### config.mk
export PLATFORM = sky130hd
export DESIGN_NAME = seven_seg_digit_driver
export DESIGN_NICKNAME = d
export VERILOG_FILES = /design/src/rtl/seven_seg_pkg.sv /design/src/rtl/hex_to_seven_seg.sv /design/src/rtl/seven_seg_digit_driver.sv
export SDC_FILE = /design/constraint.sdc
export NUM_CORES = 1
export LEC_CHECK = 0
export CAP_MARGIN = 20
export CELL_PAD_IN_SITES_DETAIL_PLACEMENT = 1
export CELL_PAD_IN_SITES_GLOBAL_PLACEMENT = 2
export CORE_MARGIN = 2
export CORE_UTILIZATION = 31
export DETAILED_ROUTE_END_ITERATION = 6
export PLACE_DENSITY = 0.82
export SLEW_MARGIN = 20
export SYNTH_ARGS = -nofsm -noshare
export SYNTH_HDL_FRONTEND = slang
export SYNTH_SLANG_ARGS = --single-unit
### constraint.sdc
create_clock -name clk -period 1.7 [get_ports clk]
set_clock_uncertainty 0.05 [all_clocks]
set_input_delay 0.34 -clock clk [delete_from_list [all_inputs] [get_ports clk]]
set_output_delay 0.34 -clock clk [all_outputs]
set_load 0.05 [all_outputs]
### src/rtl/seven_seg_pkg.sv
// seven_seg_pkg
// Shared constants and helpers for the seven-segment digit driver:
//   - all-off patterns for the anode and cathode pins
//   - the four active-low anode select codes
//   - the 16-entry active-low hex segment table, bit order {g,f,e,d,c,b,a}
//   - decode_anode(): maps an anode code to {valid, digit index}
package seven_seg_pkg;

  localparam logic [6:0] SEG_OFF   = 7'h7F;
  localparam logic [3:0] ANODE_OFF = 4'hF;

  localparam logic [3:0] ANODE_R  = 4'b1110;  // digit 0
  localparam logic [3:0] ANODE_RC = 4'b1101;  // digit 1
  localparam logic [3:0] ANODE_LC = 4'b1011;  // digit 2
  localparam logic [3:0] ANODE_L  = 4'b0111;  // digit 3

  localparam logic [6:0] SEG_HEX [16] = '{
    7'h40, 7'h79, 7'h24, 7'h30, 7'h19, 7'h12, 7'h02, 7'h78,
    7'h00, 7'h10, 7'h08, 7'h03, 7'h46, 7'h21, 7'h06, 7'h0E
  };

  typedef enum logic [1:0] {
    DIGIT_R  = 2'd0,
    DIGIT_RC = 2'd1,
    DIGIT_LC = 2'd2,
    DIGIT_L  = 2'd3
  } digit_e;

  typedef struct packed {
    logic   valid;
    digit_e digit;
  } anode_dec_t;

  // Anything other than exactly one low bit is not a displayable digit.
  function automatic anode_dec_t decode_anode(input logic [3:0] anode);
    anode_dec_t dec;
    dec.valid = 1'b1;
    dec.digit = DIGIT_R;
    case (anode)
      ANODE_R:  dec.digit = DIGIT_R;
      ANODE_RC: dec.digit = DIGIT_RC;
      ANODE_LC: dec.digit = DIGIT_LC;
      ANODE_L:  dec.digit = DIGIT_L;
      default:  dec.valid = 1'b0;
    endcase
    return dec;
  endfunction

endpackage

### src/rtl/hex_to_seven_seg.sv
// hex_to_seven_seg
// Combinational 4-bit hex to active-low seven-segment decoder.
// Ports:
//   nibble  in  4  hex digit value
//   seg     out 7  cathodes {g,f,e,d,c,b,a}, active-low
module hex_to_seven_seg
  import seven_seg_pkg::*;
(
  input  logic [3:0] nibble,
  output logic [6:0] seg
);

  assign seg = SEG_HEX[nibble];

endmodule

### src/rtl/seven_seg_digit_driver.sv
// seven_seg_digit_driver
// Drives anode, cathode and decimal-point pins from a scanner's active-low
// one-hot anode select and a double-buffered 16-bit hex value. New values are
// committed only at frame start (entry into digit 0), and every anode change
// is followed by BLANK_CYCLES cycles of all-off output to suppress ghosting.
// Optional feature macro: LEADING_ZERO_BLANK_EN (suppress leading zeros on
// digits 3..1; digit 0 and the decimal point are never suppressed).
// Ports:
//   clk           in   1   system clock
//   reset         in   1   synchronous active-high reset
//   anode_in      in   4   scanner anode select, active-low one-hot
//   value_in      in   16  four hex nibbles, [3:0] = digit 0
//   dp_in         in   4   decimal-point request per digit, active-high
//   value_load    in   1   strobe: capture value_in/dp_in into the shadow
//   anode_out     out  4   anode pins, active-low
//   seg_out       out  7   cathodes {g,f,e,d,c,b,a}, active-low
//   dp_out        out  1   decimal-point cathode, active-low
//   load_pending  out  1   shadow holds a value not yet committed
module seven_seg_digit_driver
  import seven_seg_pkg::*;
#(
  parameter int unsigned BLANK_CYCLES = 4
) (
  input  logic        clk,
  input  logic        reset,
  input  logic [3:0]  anode_in,
  input  logic [15:0] value_in,
  input  logic [3:0]  dp_in,
  input  logic        value_load,
  output logic [3:0]  anode_out,
  output logic [6:0]  seg_out,
  output logic        dp_out,
  output logic        load_pending
);

  localparam logic [7:0] BLANK_LOAD = 8'(BLANK_CYCLES);

  logic [3:0]  anode_q;       // anode_in sampled last edge
  logic [3:0]  anode_d;       // one more stage, aligned with the selected digit
  logic [7:0]  blank_cnt;
  logic [15:0] shadow_value;
  logic [3:0]  shadow_dp;
  logic [15:0] active_value;
  logic [3:0]  active_dp;
  logic [3:0]  nib_q;         // nibble of active for anode_d's digit
  logic        dp_sel_q;
  logic        lzb_q;         // leading-zero suppress for anode_d's digit

  logic        frame_start;
  anode_dec_t  dec_q;
  anode_dec_t  dec_d;
  logic [3:0]  sel_nib;
  logic        sel_dp;
  logic        sel_lzb;
  logic [6:0]  seg_decoded;

  assign frame_start = (anode_in == ANODE_R) && (anode_q != ANODE_R);

  // Pick the digit addressed by anode_q. It is registered together with
  // anode_d, so the digit on screen and its data always come from the same
  // snapshot: a commit at frame start cannot leak into the last cycle of the
  // previous digit 3.
  always_comb begin
    dec_q   = decode_anode(anode_q);
    sel_nib = active_value[3:0];
    sel_dp  = active_dp[0];
    sel_lzb = 1'b0;
    case (dec_q.digit)
      DIGIT_R: begin
        sel_nib = active_value[3:0];
        sel_dp  = active_dp[0];
      end
      DIGIT_RC: begin
        sel_nib = active_value[7:4];
        sel_dp  = active_dp[1];
`ifdef LEADING_ZERO_BLANK_EN
        sel_lzb = (active_value[15:4] == 12'h000);
`endif
      end
      DIGIT_LC: begin
        sel_nib = active_value[11:8];
        sel_dp  = active_dp[2];
`ifdef LEADING_ZERO_BLANK_EN
        sel_lzb = (active_value[15:8] == 8'h00);
`endif
      end
      default: begin
        sel_nib = active_value[15:12];
        sel_dp  = active_dp[3];
`ifdef LEADING_ZERO_BLANK_EN
        sel_lzb = (active_value[15:12] == 4'h0);
`endif
      end
    endcase
  end

  always_comb begin
    dec_d = decode_anode(anode_d);
  end

  hex_to_seven_seg u_hex (
    .nibble (nib_q),
    .seg    (seg_decoded)
  );

  always_ff @(posedge clk) begin
    if (reset) begin
      anode_q      <= ANODE_OFF;
      anode_d      <= ANODE_OFF;
      blank_cnt    <= '0;
      shadow_value <= '0;
      shadow_dp    <= '0;
      active_value <= '0;
      active_dp    <= '0;
      load_pending <= 1'b0;
      nib_q        <= '0;
      dp_sel_q     <= 1'b0;
      lzb_q        <= 1'b0;
      anode_out    <= ANODE_OFF;
      seg_out      <= SEG_OFF;
      dp_out       <= 1'b1;
    end else begin
      anode_q  <= anode_in;
      anode_d  <= anode_q;
      nib_q    <= sel_nib;
      dp_sel_q <= sel_dp;
      lzb_q    <= sel_lzb;

      // The change is detected one stage late so the blank window lines up
      // with the delayed anode/digit pair driving the pins.
      if (anode_q != anode_d) begin
        blank_cnt <= BLANK_LOAD;
      end else if (blank_cnt != 8'd0) begin
        blank_cnt <= blank_cnt - 8'd1;
      end

      if (frame_start && value_load) begin
        // Load coincident with frame start bypasses the shadow.
        active_value <= value_in;
        active_dp    <= dp_in;
        load_pending <= 1'b0;
      end else if (frame_start && load_pending) begin
        active_value <= shadow_value;
        active_dp    <= shadow_dp;
        load_pending <= 1'b0;
      end else if (value_load) begin
        shadow_value <= value_in;
        shadow_dp    <= dp_in;
        load_pending <= 1'b1;
      end

      if ((blank_cnt != 8'd0) || !dec_d.valid) begin
        anode_out <= ANODE_OFF;
        seg_out   <= SEG_OFF;
        dp_out    <= 1'b1;
      end else begin
        anode_out <= anode_d;
        seg_out   <= lzb_q ? SEG_OFF : seg_decoded;
        dp_out    <= ~dp_sel_q;
      end
    end
  end

endmodule

==> reports/results.txt, run 1 <==
post-synth top area cell - dfxtp_1
Post-synth ARST share - 0%
port bufs - 39
Hold Crit Depth - 2
GRT Total Usage - 14.6%
Num CTS Buffers - 9
HPWL after DPL - 5350 um
first-pass GRT wire length - 12,900 um
Reg2Reg Launch Point - blank_cnt[0]$_SDFFE_PP0P_
CTS sink cnt - 74
fill count - 1,151
vias per cell - 4.94
Synth Area per Inst - 9.57 um^2
Setup-failing EPs final - 0
WHS - 0.220 ns
Core ar. - 0.00982 mm^2
synth top area cells - dfxtp_1 47%, nor2_1 6.7%, mux2i_1 6.3%
Register Area - 0.00149 mm^2
register area share after synthesis - 46.9%
top_reg_cell synth - dfxtp_1
Crit Path Class - flip-flop to flip-flop
pins over their slew limit - 0
Min-Delay Startpoint - anode_in[0]
CP max FO - 6
r2r endpoint - seg_out[6]$_SDFF_PP1_
Layout area overhead - 29.6%
min cycle time layout - 1.63 ns
Hold Buf Count CTS - 0
initial antenna violation count - 0
DRC - 0
Post-Syn Area - 0.00316 mm^2
Antenna diodes - 0
die area - 0.0110 mm^2
Clock transition at path regs - 0.08 ns
LEAKAGE - 1.55 nW
total power - 3.98 mW
Die W - 105 um
arrival time of the worst setup path - 1.80 ns
post-synthesis register bit count - 74
Root Buffer - clkbuf_8
compound-gate portion of the synthesized area - 17.2%
Max IR drop VDD - 0.411 mV
Cell Area, Placed - 0.00379 mm^2
via count - 2,579
synth unique cells - 41
Rows - 36
Worst Hold End - anode_q[0]$_SDFF_PP1_
Post-Syn Instances - 330
CP Capture Type - flip-flop
Synth Area in Simple Gates - 19.9%
Multi-input gate area - 0.00158 mm^2
layout cells sized above 1 - 20.6%
H-tree depth - 3
CTS tree - yes
status - finished clean
Slew HR - 68.0%
top-area cell type share of the netlist area - 46.9%
worst skew pair latency - 0.35 ns
DRT iter0 DRCs - 78
MaxCap Viol Count - 0
final period utilization - 95.7%
# nets final - 418
Boundary Pins - 40
worst-margin pin slew - 0.479 ns
largest family of logic cells by synthesized area - simple AND/OR/NAND/NOR gates
XOR/XNOR share of the synthesized area - 3.05%
Initial Util - 32.1%
WL final - 7610 um
EDFF count, synth - 0
Die Y - 105 um
Synth Warn # - 0
hold crit path type - primary input to flip-flop
vias in the first global route - 2,643
launch point of the critical path - blank_cnt[0]$_SDFFE_PP0P_
multiplexer share of the synthesized area - 6.34%
synthesized-area fraction occupied by adder cells - 2.77%
critical path launch point type - flip-flop
f_max - 615 MHz
antenna-violating nets left - 0
worst reg-to-reg setup slack - 0.07 ns
largest net degree at the start of global routing - 32
routed length per instance - 14.6 um
routability cong. - 0.761
Hold Fails Final Rpt - 0
CTS Buffer Depth - 2
grt ovf - 0
CP required - 1.87 ns
Setup TNS - 0 ns
Synthesized Nets - 364
P per Cell Area - 973 mW/mm^2
Reg2Reg Depth - 7
post-layout instance area - 0.00409 mm^2
TritonRoute pass-1 iters - 4
==> critical path, stage by stage (launching register included) <==
cell      delay, ns
dfxtp_2        0.33
inv_2          0.06
ha_4           0.13
nor3b_4        0.23
nand3_4        0.11
a311oi_4       0.33
buf_12         0.16
o311ai_2       0.09
==> layout by cell type (no fill, tap or decap), types with 7 or more instances in the layout <==
| cell | instances |
|---|---|
| dfxtp_1 | 67 |
| nor2_1 | 56 |
| buf_4 | 32 |
| clkdlybuf4s50_1 | 25 |
| nand2_1 | 23 |
| mux2i_1 | 20 |
| o2bb2ai_1 | 20 |
| a21oi_1 | 16 |
| nand2b_1 | 9 |
| clkbuf_8 | 9 |
| or2_2 | 8 |
| dfxtp_2 | 7 |
==> cells in the mapped netlist, drive strengths merged (7+ instances only) <==
master	n
o2bb2ai	20
dfxtp	74
or2	8
a21oi	16
clkbuf	12
inv	7
mux2i	20
ha	7
buf	8
nand2	23
nor2	56
nand2b	9
==> how the worst max path moves through the flow <==
| stage | end | cells past startpoint | slack [ns] |
|---|---|---|---|
| 4_1_cts | seg_out[3]$_SDFF_PP1_ | 7 | 0.06 |
| 5_1_grt | seg_out[6]$_SDFF_PP1_ | 7 | -0.002 |
| 6_report | seg_out[6]$_SDFF_PP1_ | 7 | 0.07 |
| 2_1_floorplan | seg_out[3]$_SDFF_PP1_ | 7 | 0.02 |
| 3_3_place_gp | shadow_dp[3]$_SDFFE_PP0P_ | 6 | -0.22 |
| 3_5_place_dp | shadow_value[2]$_SDFFE_PP0P_ | 6 | -0.27 |
==> logic make-up after synthesis <==
group | Yosys count
AOI/OAI and AO/OA | 71
buffers and inverters | 27
and+or+nand+nor | 120
muxes | 20
DFF | 74
xor gates and xnor gates | 11
adders and majority gates | 7
==> report_power, final <==
group	switching (mW)	leakage [nW]	internal, mW
clock	0.660	0.105	0.823
combinational	0.317	0.841	0.310
sequential	0.0615	0.604	1.81
==> sequential cells by signal (all words and copies together), names as in the netlist, 4 cells and up <==
signal	cells
shadow_dp	4
anode_q	4
active_value	16
shadow_value	16
anode_d	4
blank_cnt	8
seg_out	7
anode_out	4
nib_q	4
active_dp	4
==> stage by stage <==
step,std cells,setup WS [ns],util [%]
4_1_cts,519,0.0551,40.9
5_1_grt,522,-0.00179,41.7
3_5_place_dp,502,-0.270,38.6
3_3_place_gp,502,-0.218,38.6
6_report,522,0.0730,41.7
2_1_floorplan,330,0.0196,-
==> per-layer routing <==
layer,vias up,track usage [%],wire length (um)
met5,-,0,0
met3,12,4.37,315
li1,1278,-,-
met2,53,24.4,3620
met1,1236,17.8,3550
met4,0,4.76,125
==> what timing repair did <==
item,4_1_cts,5_1_grt
setup buffers,1,2
gates cloned,0,1
pin swaps,1,0
gates resized for setup,1,13
endpoints found under the setup margin,4,11
==> final cells by class <==
cell class              instances  area share (%)
inverters                       7           0.642
clock inverters                 7            2.29
multi-input cells             229            38.7
repair buffers                 63            14.9
clock buffers                   9            3.03
flip-flops and latches         74            36.4
well taps                     133            4.07
Note: power is estimated with default switching activity, not from simulation.
==> run 2, diff against run 1 <==
- CORE_MARGIN: 2 -> 4
- SLEW_MARGIN: 20 -> unset
==> reports/results.txt, run 2 (same netlist as run 1, synthesis figures left out) <==
commonest non-fill, non-tap cells in the layout - 68 x dfxtp_1, 55 x nor2_1, 27 x buf_4, 23 x nand2_1, 22 x clkdlybuf4s50_1
Reg2Reg Launch Point - blank_cnt[1]$_SDFFE_PP0P_
antenna-violating nets left - 0
Worst Hold End - anode_q[3]$_SDFF_PP1_
Crit Path Class - flip-flop to flip-flop
Die Y - 109 um
MaxCap Viol Count - 0
commonest non-fill, non-tap cell in the layout - dfxtp_1
LEAKAGE - 1.57 nW
Hold Buf Count CTS - 0
DRT iter0 DRCs - 102
first-pass GRT wire length - 13,100 um
WL final - 7870 um
total power - 3.84 mW
Die W - 109 um
Root Buffer - clkbuf_8
worst-margin pin slew - 0.422 ns
Hold Fails Final Rpt - 0
hold crit path type - primary input to flip-flop
slowest stage delay, CP - 0.33 ns
Clock transition at path regs - 0.08 ns
crit path cell chain - inv_2 -> ha_4 -> nor3b_4 -> nand3_4 -> a311oi_4 -> buf_12 -> o311ai_1
Initial Util - 32.0%
Max IR drop VDD - 0.391 mV
DRC - 0
Register Area - 0.00149 mm^2
Reg2Reg Depth - 7
Non-Filler Instances - 519
status - finished clean
CP max stage cell - dfxtp_2
vias per cell - 4.94
CP max FO - 6
worst reg-to-reg setup slack - 0.08 ns
port bufs - 39
Boundary Pins - 40
Setup-failing EPs final - 0
Slew HR - 71.8%
WHS - 0.171 ns
CTS tree - yes
worst skew pair latency - 0.35 ns
die area - 0.0119 mm^2
critical path launch point type - flip-flop
GRT Total Usage - 14.0%
CTS Buffer Depth - 2
Hold Crit Depth - 2
# nets final - 415
vias in the first global route - 2,680
DP Cell Count - 499
Multi-input gate area - 0.00160 mm^2
Rows - 36
via count - 2,563
arrival time of the worst setup path - 1.79 ns
CTS sink cnt - 74
CP required - 1.87 ns
Finished Core Util - 41.6%
fill count - 1,111
delay-heaviest family, CP - compound AO/OA/AOI/OAI gates
final period utilization - 95.4%
min cycle time layout - 1.62 ns
Layout area overhead - 29.8%
Cell Area, Placed - 0.00377 mm^2
initial antenna violation count - 0
routed length per instance - 15.2 um
H-tree depth - 3
r2r endpoint - seg_out[4]$_SDFF_PP1_
P per Cell Area - 937 mW/mm^2
HPWL after DPL - 5440 um
pins over their slew limit - 0
f_max - 617 MHz
TritonRoute pass-1 iters - 4
Core ar. - 0.00986 mm^2
Num CTS Buffers - 9
largest net degree at the start of global routing - 29
WP buf/inv - 2
Min-Delay Startpoint - anode_in[3]
CP Capture Type - flip-flop
Antenna diodes - 0
Largest regs - active_value (16), shadow_value (16), blank_cnt (8)
layout cells sized above 1 - 20.2%
routability cong. - 0.715
post-layout instance area - 0.00410 mm^2
grt ovf - 0
## run 2: cell types whose count changed in the layout (fill, tap and decap cells not counted), sizes merged
cell / delta
clkdlybuf4s50: -3
dlymetal6s2s: +3
bufinv: -1
buf: -5
clkbuf: +2
clkinv: +2
clkinvlp: -1
## run 2: how the worst max path moves through the flow
stage | startpoint | to | slack [ns] | cells after the start
floorplan | blank_cnt[0]$_SDFFE_PP0P_ | seg_out[3]$_SDFF_PP1_ | 0.02 | 7
detailed placement | anode_in[1] | shadow_value[7]$_SDFFE_PP0P_ | -0.30 | 6
finish | blank_cnt[1]$_SDFFE_PP0P_ | seg_out[4]$_SDFF_PP1_ | 0.08 | 7
CTS | blank_cnt[0]$_SDFFE_PP0P_ | seg_out[6]$_SDFF_PP1_ | 0.01 | 7
global placement | anode_in[1] | shadow_value[12]$_SDFFE_PP0P_ | -0.21 | 6
global route | blank_cnt[1]$_SDFFE_PP0P_ | seg_out[4]$_SDFF_PP1_ | -0.0003 | 7
## run 2: where the power goes
part	leakage [nW]	switching, mW	internal (mW)
clock network	0.0990	0.675	0.675
registers	0.605	0.0643	1.81
logic	0.869	0.312	0.304
total	1.57	1.05	2.79
## run 2: layout make-up
| cell class | instances | share of cell area, % |
|---|---|---|
| clock buffers | 9 | 3.02 |
| clock inverters | 7 | 1.71 |
| inverters | 7 | 0.641 |
| multi-input cells | 229 | 38.9 |
| flip-flops and latches | 74 | 36.3 |
| well taps | 133 | 4.06 |
| repair buffers | 60 | 15.3 |
## run 2: timing repair
item,4_1_cts,5_1_grt
endpoints found under the setup margin,0,59
hold endpoints to repair,0,0
setup buffers,0,1
resized for setup,0,19
## run 2: stage by stage
step,TNS [ns],setup WS [ns]
finish,0,0.0790
global route,-0.000322,-0.000322
CTS,0,0.0103
detailed placement,-10.38,-0.297
global placement,-7.13,-0.208
floorplan,0,0.0196
## run 2: routing by layer
metal / GRT usage, % / vias up / part of all wire [%]
li1: - / 1276 / -
met1: 17.6 / 1237 / 46
met2: 23.1 / 40 / 49
met3: 4.38 / 10 / 4.2
met4: 3.70 / 0 / 1.1
met5: 0 / - / 0
==> run 3, diff against run 2 <==
- PLACE_DENSITY: 0.82 -> 0.8
- RECOVER_POWER: unset -> 100
==> reports/results.txt, run 3 (same netlist as run 1, synthesis figures left out) <==
Num CTS Buffers - 9
antenna-violating nets left - 0
RSZ-0062 raised after global routing - true
Non-Filler Instances - 522
CTS tree - yes
Max IR drop VDD - 0.411 mV
post-layout instance area - 0.00408 mm^2
initial antenna violation count - 0
Die Y - 109 um
Initial Util - 32.0%
layout cells sized above 1 - 17.2%
r2r endpoint - seg_out[6]$_SDFF_PP1_
P per Cell Area - 950 mW/mm^2
CTS sink cnt - 74
DRT iter0 DRCs - 73
H-tree depth - 3
worst setup margin - 0.0411 ns
Finished Core Util - 41.4%
Crit Path Class - flip-flop to flip-flop
Worst Hold End - dp_out$_SDFF_PP1_
DP Cell Count - 504
Die W - 109 um
WL final - 7540 um
final period utilization - 97.6%
Min-Delay Startpoint - dp_sel_q$_SDFF_PP0_
port bufs - 39
HPWL after DPL - 5380 um
TritonRoute pass-1 iters - 4
first-pass GRT wire length - 12,400 um
Slew HR - 60.1%
vias per cell - 4.87
vias in the first global route - 2,626
status - finished clean
via count - 2,541
total power - 3.88 mW
worst reg-to-reg setup slack - 0.04 ns
Hold Fails Final Rpt - 0
CP required - 1.87 ns
pins over their slew limit - 0
Reg2Reg Launch Point - blank_cnt[0]$_SDFFE_PP0P_
Rows - 36
Largest regs - active_value (16), shadow_value (16), blank_cnt (8)
Core ar. - 0.00986 mm^2
routed length per instance - 14.4 um
# nets final - 419
f_max - 603 MHz
commonest non-fill, non-tap cell in the layout - dfxtp_1
critical path launch point type - flip-flop
Hold Buf Count CTS - 0
DRC - 0
worst-margin pin slew - 0.601 ns
Clock transition at path regs - 0.08 ns
LEAKAGE - 1.53 nW
routability cong. - 0.733
min cycle time layout - 1.66 ns
worst skew pair latency - 0.35 ns
MaxCap Viol Count - 0
hold crit path type - flip-flop to flip-flop
die area - 0.0119 mm^2
Root Buffer - clkbuf_8
CP Capture Type - flip-flop
commonest non-fill, non-tap cells in the layout - 69 x dfxtp_1, 56 x nor2_1, 25 x clkdlybuf4s50_1, 23 x nand2_1
Cell Area, Placed - 0.00382 mm^2
Boundary Pins - 40
Setup-failing EPs final - 0
CTS Buffer Depth - 2
fill count - 1,123
Reg2Reg Depth - 7
Layout area overhead - 29.3%
grt ovf - 0
CP max FO - 6
arrival time of the worst setup path - 1.83 ns
GRT Total Usage - 13.3%
Hold Crit Depth - 1
largest net degree at the start of global routing - 24
DP Worst Slack - -0.304 ns
Antenna diodes - 0
## run 3: cell types whose count changed in the layout (fill, tap and decap cells not counted), sizes merged
| cell | change |
|---|---|
| clkinv | -4 |
| dlygate4sd3 | +1 |
| dlymetal6s2s | -4 |
| clkinvlp | -1 |
| clkbuf | +18 |
| clkdlybuf4s50 | +3 |
| buf | -10 |
## run 3: repair_timing
item | in CTS | in global routing
endpoints found under the setup margin | 5 | 40
cloned | 0 | 2
pin swaps | 1 | 1
resized for setup | 0 | 13
endpoints found under the hold margin | 0 | 0
buffers inserted | 0 | 1
## run 3: how the worst max path moves through the flow
stage / from / end / cells past startpoint
finish: blank_cnt[0]$_SDFFE_PP0P_ / seg_out[6]$_SDFF_PP1_ / 7
floorplan: blank_cnt[0]$_SDFFE_PP0P_ / seg_out[3]$_SDFF_PP1_ / 7
detailed placement: anode_in[2] / shadow_dp[3]$_SDFFE_PP0P_ / 6
global route: blank_cnt[0]$_SDFFE_PP0P_ / seg_out[3]$_SDFF_PP1_ / 7
CTS: blank_cnt[1]$_SDFFE_PP0P_ / seg_out[5]$_SDFF_PP1_ / 7
global placement: anode_in[0] / shadow_value[12]$_SDFFE_PP0P_ / 6
## run 3: layer usage
metal	wire length [um]	global-route usage (%)	share of wire, %
met1	3570	16.0	47
met2	3570	22.7	47
met5	0	0	0
met3	322	4.62	4.3
met4	72	3.52	0.96
## run 3: area by class of cell
class / instances / area (um^2) / share of cell area [%]
multi-input cells: 229 / 1600 / 39.2
flip-flops and latches: 74 / 1490 / 36.5
repair buffers: 64 / 596 / 14.6
clock buffers: 13 / 169 / 4.14
well taps: 133 / 166 / 4.08
clock inverters: 2 / 35.0 / 0.858
inverters: 7 / 26.3 / 0.644
## run 3: critical path, cell delays in order, from the launching register on
cell,delay [ns]
dfxtp_2,0.33
inv_2,0.06
ha_4,0.14
nor3b_4,0.23
nand3_4,0.12
a311oi_4,0.33
buf_12,0.17
o311ai_1,0.09
## run 3: stage by stage
stage | hold slack (ns) | TNS, ns
after global routing | 0.367 | -0.275
after detailed placement | 0.327 | -9.83
final | 0.342 | 0
after CTS | 0.346 | 0
after floorplan | 0.293 | 0
after global placement | 0.332 | -7.44
## run 3: where the power goes
group          total, mW  internal (mW)  switching [mW]
Sequential          1.87           1.81          0.0611
Clock               1.40          0.789           0.606
Combinational      0.612          0.299           0.313
Total               3.88           2.90           0.980
